<file path="src/rtl/sm83_pkg.sv">
// Shared types and constants for the SM83 interrupt controller slice.
// Contents:
//   ctl_op_t    - decoded control op retired by the core (EI/DI/RETI/HALT)
//   irq_idx_t   - 3-bit interrupt source index (0 = VBlank ... 4 = Joypad)
//   irq_state_t - controller FSM states
//   IRQ_VEC_BASE / IRQ_VEC_STRIDE - dispatch vector = base + stride * index
package sm83_pkg;

  typedef enum logic [2:0] {
    CTL_NOP  = 3'd0,
    CTL_EI   = 3'd1,
    CTL_DI   = 3'd2,
    CTL_RETI = 3'd3,
    CTL_HALT = 3'd4
  } ctl_op_t;

  typedef logic [2:0] irq_idx_t;

  typedef enum logic [1:0] {
    ST_RUN      = 2'd0,
    ST_HALT     = 2'd1,
    ST_DISPATCH = 2'd2
  } irq_state_t;

  localparam logic [15:0] IRQ_VEC_BASE   = 16'h0040;
  localparam logic [15:0] IRQ_VEC_STRIDE = 16'd8;

endpackage

</file>
<file path="src/rtl/irq_prio_enc.sv">
// Fixed-priority encoder for the five interrupt sources.
// Ports:
//   pending - IE & IF, one bit per source
//   valid   - at least one source pending
//   idx     - index of the lowest set bit (bit0 / VBlank wins)
module irq_prio_enc
  import sm83_pkg::*;
(
  input  logic [4:0] pending,
  output logic       valid,
  output irq_idx_t   idx
);

  // Lower bit numbers have higher priority, so test them first.
  always_comb begin
    valid = |pending;
    idx   = 3'd0;
    if (pending[0])      idx = 3'd0;
    else if (pending[1]) idx = 3'd1;
    else if (pending[2]) idx = 3'd2;
    else if (pending[3]) idx = 3'd3;
    else if (pending[4]) idx = 3'd4;
  end

endmodule

</file>
<file path="src/rtl/irq_ctl.sv">
// SM83-style interrupt controller: IF/IE registers, master enable (IME)
// with the EI delay slot, HALT handling and vectored dispatch handshake.
// Ports:
//   clk, rst              - clock, async active-high reset
//   irq_src[4:0]          - one-cycle request pulses (VBlank..Joypad)
//   reg_wdata, if_wr, ie_wr - register write port for IF / IE
//   if_rdata, ie_rdata    - register read-back ({3'b111, IF}, IE)
//   ctl_op, ctl_valid     - retired control instruction from the core
//   int_req, int_ack      - dispatch request / acceptance
//   int_done              - core finished jumping to the vector
//   int_vector            - dispatch target while dispatching, else 0
//   halted, wake          - HALT status and one-cycle HALT exit pulse
module irq_ctl
  import sm83_pkg::*;
(
  input  logic        clk,
  input  logic        rst,
  input  logic [4:0]  irq_src,
  input  logic [7:0]  reg_wdata,
  input  logic        if_wr,
  input  logic        ie_wr,
  output logic [7:0]  if_rdata,
  output logic [7:0]  ie_rdata,
  input  ctl_op_t     ctl_op,
  input  logic        ctl_valid,
  output logic        int_req,
  input  logic        int_ack,
  input  logic        int_done,
  output logic [15:0] int_vector,
  output logic        halted,
  output logic        wake
);

  logic [4:0] if_q;
  logic [7:0] ie_q;
  logic       ime_q;
  logic       ei_pend_q;
  irq_state_t state_q;
  irq_idx_t   idx_q;
  logic       wake_q;

  logic [4:0] pending;
  logic       pend_valid;
  irq_idx_t   win_idx;
  logic       accept;
  logic [4:0] ack_clr;
  logic [4:0] if_next;

  assign pending = ie_q[4:0] & if_q;

  irq_prio_enc u_prio (
    .pending (pending),
    .valid   (pend_valid),
    .idx     (win_idx)
  );

  // Request is held back while the EI delay slot is still open, so the
  // instruction after EI always retires before a dispatch can start.
  assign int_req = (state_q == ST_RUN) & ime_q & ~ei_pend_q & pend_valid;
  assign accept  = int_req & int_ack;

  // The acknowledged source is cleared from IF, but a fresh pulse on the
  // same bit in the same cycle wins so no request is ever lost.
  always_comb begin
    ack_clr = 5'b00000;
    if (accept) ack_clr = 5'b00001 << win_idx;
    if_next = ((if_wr ? reg_wdata[4:0] : if_q) & ~ack_clr) | irq_src;
  end

  // Main controller state: registers, IME/EI bookkeeping and the
  // RUN/HALT/DISPATCH sequencing. Control ops are only honoured in RUN;
  // an accepted dispatch is applied last so it always leaves IME cleared.
  always_ff @(posedge clk or posedge rst) begin
    if (rst) begin
      if_q      <= 5'b00000;
      ie_q      <= 8'h00;
      ime_q     <= 1'b0;
      ei_pend_q <= 1'b0;
      state_q   <= ST_RUN;
      idx_q     <= 3'd0;
      wake_q    <= 1'b0;
    end else begin
      if_q   <= if_next;
      wake_q <= 1'b0;
      if (ie_wr) ie_q <= reg_wdata;
      case (state_q)
        ST_RUN: begin
          if (ctl_valid) begin
            if (ctl_op == CTL_DI) begin
              ime_q     <= 1'b0;
              ei_pend_q <= 1'b0;
            end else begin
              if (ei_pend_q) begin
                ime_q     <= 1'b1;
                ei_pend_q <= 1'b0;
              end
              case (ctl_op)
                CTL_EI:   if (!ime_q && !ei_pend_q) ei_pend_q <= 1'b1;
                CTL_RETI: ime_q <= 1'b1;
                CTL_HALT: if (!pend_valid) state_q <= ST_HALT;
                default:  ;
              endcase
            end
          end
          if (accept) begin
            idx_q   <= win_idx;
            ime_q   <= 1'b0;
            state_q <= ST_DISPATCH;
          end
        end
        ST_HALT: begin
          if (pend_valid) begin
            state_q <= ST_RUN;
            wake_q  <= 1'b1;
          end
        end
        ST_DISPATCH: begin
          if (int_done) state_q <= ST_RUN;
        end
        default: state_q <= ST_RUN;
      endcase
    end
  end

  // Output decode from registered state only.
  always_comb begin
    int_vector = 16'h0000;
    if (state_q == ST_DISPATCH)
      int_vector = IRQ_VEC_BASE + IRQ_VEC_STRIDE * {13'd0, idx_q};
  end

  assign halted   = (state_q == ST_HALT);
  assign wake     = wake_q;
  assign if_rdata = {3'b111, if_q};
  assign ie_rdata = ie_q;

endmodule

</file>
<file path="config.mk">
export PLATFORM = sky130hd
export DESIGN_NAME = irq_ctl
export DESIGN_NICKNAME = d
export VERILOG_FILES = /design/src/rtl/sm83_pkg.sv /design/src/rtl/irq_prio_enc.sv /design/src/rtl/irq_ctl.sv
export SDC_FILE = /design/constraint.sdc
export NUM_CORES = 1
export LEC_CHECK = 0
export CAP_MARGIN = 30
export CELL_PAD_IN_SITES_DETAIL_PLACEMENT = 0
export CELL_PAD_IN_SITES_GLOBAL_PLACEMENT = 1
export CORE_MARGIN = 10
export CORE_UTILIZATION = 32
export CTS_BUF_LIST = sky130_fd_sc_hd__clkbuf_4 sky130_fd_sc_hd__clkbuf_8
export CTS_CLUSTER_SIZE = 16
export DETAILED_ROUTE_END_ITERATION = 8
export GPL_TIMING_DRIVEN = 0
export HOLD_SLACK_MARGIN = 0.08
export PLACE_DENSITY = 0.85
export SYNTH_ARGS = -nofsm -noshare
export SYNTH_HDL_FRONTEND = slang
export SYNTH_SLANG_ARGS = --single-unit
</file>
<file path="constraint.sdc">
create_clock -name clk -period 4.57 [get_ports clk]
set_clock_uncertainty 0.1 [all_clocks]
set_input_delay 1.1425 -clock clk [delete_from_list [all_inputs] [get_ports clk]]
set_output_delay 1.1425 -clock clk [all_outputs]
set_load 0.1 [all_outputs]
</file>
==> impl_metrics.prom <==
# TYPE chip_impl_metric gauge
chip_impl_metric{name="grt_pass1_wl",unit="mm"} 4.86
chip_impl_metric{name="timing.final.setup_violations",unit=""} 0
chip_impl_info{name="path_class",value="reg2out"} 1
chip_impl_metric{name="post-route-period-util",unit=""} 0.829
chip_impl_info{name="critPathCaptureType",value="output port"} 1
chip_impl_metric{name="multi_input_comb_area",unit="um2"} 544
chip_impl_metric{name="final_standard_cell_area_without_fillers",unit="um2"} 1690
chip_impl_metric{name="cellPowerDensity",unit="nW/um2"} 459
chip_impl_metric{name="dpl_worst_slack",unit="ps"} 1100
chip_impl_metric{name="vdd_drop_max",unit="V"} 0.000248
chip_impl_metric{name="sum_of_overflow_across_all_layers_after_global_routing",unit=""} 0
chip_impl_metric{name="num_vias",unit=""} 928
chip_impl_metric{name="report.final.slew_viol_count",unit=""} 0
chip_impl_metric{name="cp.arrival",unit="ps"} 2550
chip_impl_info{name="tritoncts_clock_tree",value="done"} 1
chip_impl_info{name="yosys_most_used_dff",value="dfrtp_1"} 1
chip_impl_metric{name="synth_async_sr_flop_share",unit=""} 1.00
chip_impl_metric{name="ys_types",unit=""} 33
chip_impl_metric{name="max_slew.worst_pin.slew",unit="ps"} 990
chip_impl_metric{name="crit_path_max_fanout",unit=""} 6
chip_impl_metric{name="post_synth_xor_area_fraction",unit=""} 0
chip_impl_info{name="grt_setup_unrepaired",value="no"} 1
chip_impl_metric{name="setup_slack",unit="ps"} 781
chip_impl_metric{name="yosysWarnings",unit=""} 0
chip_impl_metric{name="gpl.final_weighted_congestion",unit=""} 0.695
chip_impl_metric{name="die_height",unit="um"} 80.1
chip_impl_info{name="cts_root_buffer",value="clkbuf_4"} 1
chip_impl_metric{name="synth_mux_area_frac",unit=""} 0.126
chip_impl_info{name="worst_path_dominant_cell_family",value="buffers and inverters"} 1
chip_impl_metric{name="layout.core_utilization",unit=""} 0.496
chip_impl_metric{name="cts-resized-gates",unit=""} 0
chip_impl_metric{name="detail_route.wl_per_cell",unit="um"} 14.2
chip_impl_metric{name="syn-mean-instance-area",unit="um2"} 10.9
chip_impl_metric{name="die-width",unit="um"} 80.1
chip_impl_metric{name="placed_insts",unit=""} 205
chip_impl_metric{name="io_buffers",unit=""} 40
chip_impl_metric{name="io_pins",unit=""} 58
chip_impl_metric{name="synth-seq-area-share",unit=""} 0.455
chip_impl_metric{name="layout.filler_cells",unit=""} 343
chip_impl_metric{name="final-seq-area",unit="um2"} 526
chip_impl_metric{name="post_dp_cell_area",unit="um2"} 1660
chip_impl_metric{name="clock_tree.htree_level_count",unit=""} 1
chip_impl_metric{name="clock_buffers_created_by_tritoncts",unit=""} 3
chip_impl_metric{name="detail_route.drc_violations",unit=""} 0
chip_impl_metric{name="final_count_of_hold_timing_violations",unit=""} 0
chip_impl_metric{name="crit_buf_inv",unit=""} 1
chip_impl_metric{name="cpPeakStageDelay",unit="ps"} 970
chip_impl_metric{name="layoutNonFillerInstCount",unit=""} 209
chip_impl_metric{name="drt-total-wl",unit="mm"} 2.97
chip_impl_metric{name="synth-edff-count",unit=""} 0
chip_impl_metric{name="finalSetupTns",unit="ps"} 0
chip_impl_metric{name="final_net_count",unit=""} 187
chip_impl_metric{name="holdBufCountCts",unit=""} 0
chip_impl_metric{name="global_route.usage.total",unit=""} 0.0943
chip_impl_metric{name="synth-compound-area-share",unit=""} 0.114
chip_impl_metric{name="finalCriticalPeriod",unit="ps"} 3790
chip_impl_metric{name="adder_and_majority_cell_fraction_of_the_synthesized_area",unit=""} 0
chip_impl_metric{name="clkSlewWorstSetupHoldPaths",unit="ps"} 110
chip_impl_info{name="critPathSlowestCell",value="clkdlybuf4s50_1"} 1
chip_impl_info{name="outcome",value="complete, no violations"} 1
chip_impl_info{name="timing.hold.worst_endpoint",value="idx_q[2]"} 1
chip_impl_metric{name="post_route_cells_drive_above_1_share",unit=""} 0.221
chip_impl_metric{name="antenna_violating_nets_post_route",unit=""} 0
chip_impl_metric{name="first_iter_violations",unit=""} 18
chip_impl_metric{name="critPathRequiredTime",unit="ps"} 3330
chip_impl_metric{name="die_outline_area",unit="um2"} 6420
chip_impl_metric{name="fin_hold_ws",unit="ps"} 394
chip_impl_metric{name="first_global_vias",unit=""} 1014
chip_impl_metric{name="area_delta_synth_final",unit="%"} 46.4
chip_impl_metric{name="synthCells",unit=""} 106
chip_impl_metric{name="vias_per_cell",unit=""} 4.44
chip_impl_metric{name="r2r_slack",unit="ps"} 2890
chip_impl_metric{name="clock_latency",unit="ps"} 300
chip_impl_metric{name="grt_antenna_before_repair",unit=""} 0
chip_impl_metric{name="power.total",unit="mW"} 0.777
chip_impl_metric{name="ff2ff_path_depth",unit=""} 4
chip_impl_info{name="worst_setup_path_start_kind",value="flop"} 1
chip_impl_metric{name="worstHoldPathCells",unit=""} 1
chip_impl_info{name="hold_path_origin",value="idx_q[2]"} 1
chip_impl_metric{name="max_clock_freq",unit="MHz"} 264
chip_impl_info{name="worstHoldPathType",value="reg2reg"} 1
chip_impl_metric{name="tritoncts_num_sinks",unit=""} 21
chip_impl_info{name="r2r_end",value="idx_q[0]"} 1
chip_impl_info{name="critical_path.cell_chain",value="a22o_1 -> nor3b_4 -> and2b_2 -> clkdlybuf4s50_1"} 1
chip_impl_info{name="largest_family_of_logic_cells_by_synthesized_area",value="simple AND/OR/NAND/NOR gates"} 1
chip_impl_metric{name="diodes",unit=""} 0
chip_impl_metric{name="number_of_setup_buffers_added_after_cts",unit=""} 0
chip_impl_metric{name="ys_seq_elements",unit=""} 21
chip_impl_metric{name="dpl.hpwl",unit="mm"} 2.51
chip_impl_metric{name="initial_utilization",unit=""} 0.338
chip_impl_metric{name="largest_net_degree_at_the_start_of_global_routing",unit=""} 22
chip_impl_metric{name="power.leakage",unit="nW"} 0.771
chip_impl_metric{name="placeableCoreArea",unit="um2"} 3420
chip_impl_metric{name="synth_area",unit="um2"} 1160
chip_impl_metric{name="num_rows",unit=""} 21
chip_impl_metric{name="clk_path_buf_depth",unit=""} 2
chip_impl_metric{name="dr.pass1.iters",unit=""} 4
chip_impl_metric{name="maxCapViolations",unit=""} 0
chip_impl_metric{name="relSlewSlack",unit=""} 0.338
chip_impl_info{name="r2r_start",value="state_q[0]"} 1
chip_impl_metric{name="synth_simple_gate_area_share",unit=""} 0.183
[synth_stat cells, drive strengths merged (2+ instances only)]
master | instances | area (um2)
a22o | 2 | 26.3
a31oi | 2 | 12.5
and2 | 3 | 18.8
and2b | 2 | 17.5
buf | 15 | 113
clkbuf | 2 | 7.51
conb | 2 | 7.51
dfrtp | 21 | 526
inv | 4 | 15.0
mux2 | 9 | 105
mux2i | 4 | 40.0
nand2 | 7 | 28.8
nor2 | 6 | 25.0
nor2b | 5 | 31.3
nor3b | 3 | 33.8
o21ai | 2 | 10.0
o21bai | 5 | 37.5
o22ai | 2 | 12.5
[how the worst max path moves through the flow]
stage	startpoint	end	cells after the start
finish	if_q[1]	int_req	4
global route	if_q[1]	int_req	4
CTS	if_q[1]	int_req	4
detailed placement	if_q[1]	int_req	4
global placement	if_q[1]	int_req	4
floorplan	state_q[1]	int_vector[3]	2
[per-layer routing]
layer	GRT usage	wire, um	up-vias
met5	0	0	-
met4	0.0211	18	0
met3	0.0679	435	4
met2	0.150	1370	42
met1	0.0988	1140	433
li1	-	-	449
[kinds of logic (layout without fill, tap and decap cells)]
group                  after synthesis  count (layout)
DFF                                 21              21
AOI/OAI and AO/OA                   17              17
muxes                               13              13
other                                2              15
and+or+nand+nor                     32              32
buffers and inverters               21              65
[registers in the layout, summed over array words and instances (netlist names)]
name	count
ei_pend_q	1
idx_q	3
ie_rdata	8
if_q	5
ime_q	1
state_q	2
wake	1
[layout by cell type (no fill, tap or decap), types with 2 or more instances in the layout]
cell / n
inv_1: 4
o22ai_1: 2
conb_1: 15
and2_1: 3
o21ai_0: 2
a31oi_1: 2
nor3b_1: 2
nor2_1: 5
clkbuf_4: 4
clkbuf_1: 2
nor2b_1: 5
clkdlybuf4s50_1: 40
o21bai_1: 5
dfrtp_1: 21
buf_4: 15
mux2i_1: 4
and2b_2: 2
mux2_2: 8
nand2_1: 6
[where the power goes]
part / internal [mW] / switching, mW / leakage (nW) / total [mW]
Sequential: 0.217 / 0.0266 / 0.248 / 0.243
Combinational: 0.124 / 0.315 / 0.504 / 0.439
Clock: 0.0399 / 0.0540 / 0.0184 / 0.0939
Total: 0.381 / 0.396 / 0.771 / 0.777
[area by class of cell]
class                           count  share of cell area
Sequential cell                    21               0.310
Timing Repair Buffer               40               0.237
Tap cell                           46              0.0340
Clock buffer                        4              0.0177
Buffer                             17              0.0710
Inverter                            4             0.00887
Multi-Input combinational cell     77               0.322
Note: power is estimated with default switching activity, not from simulation.
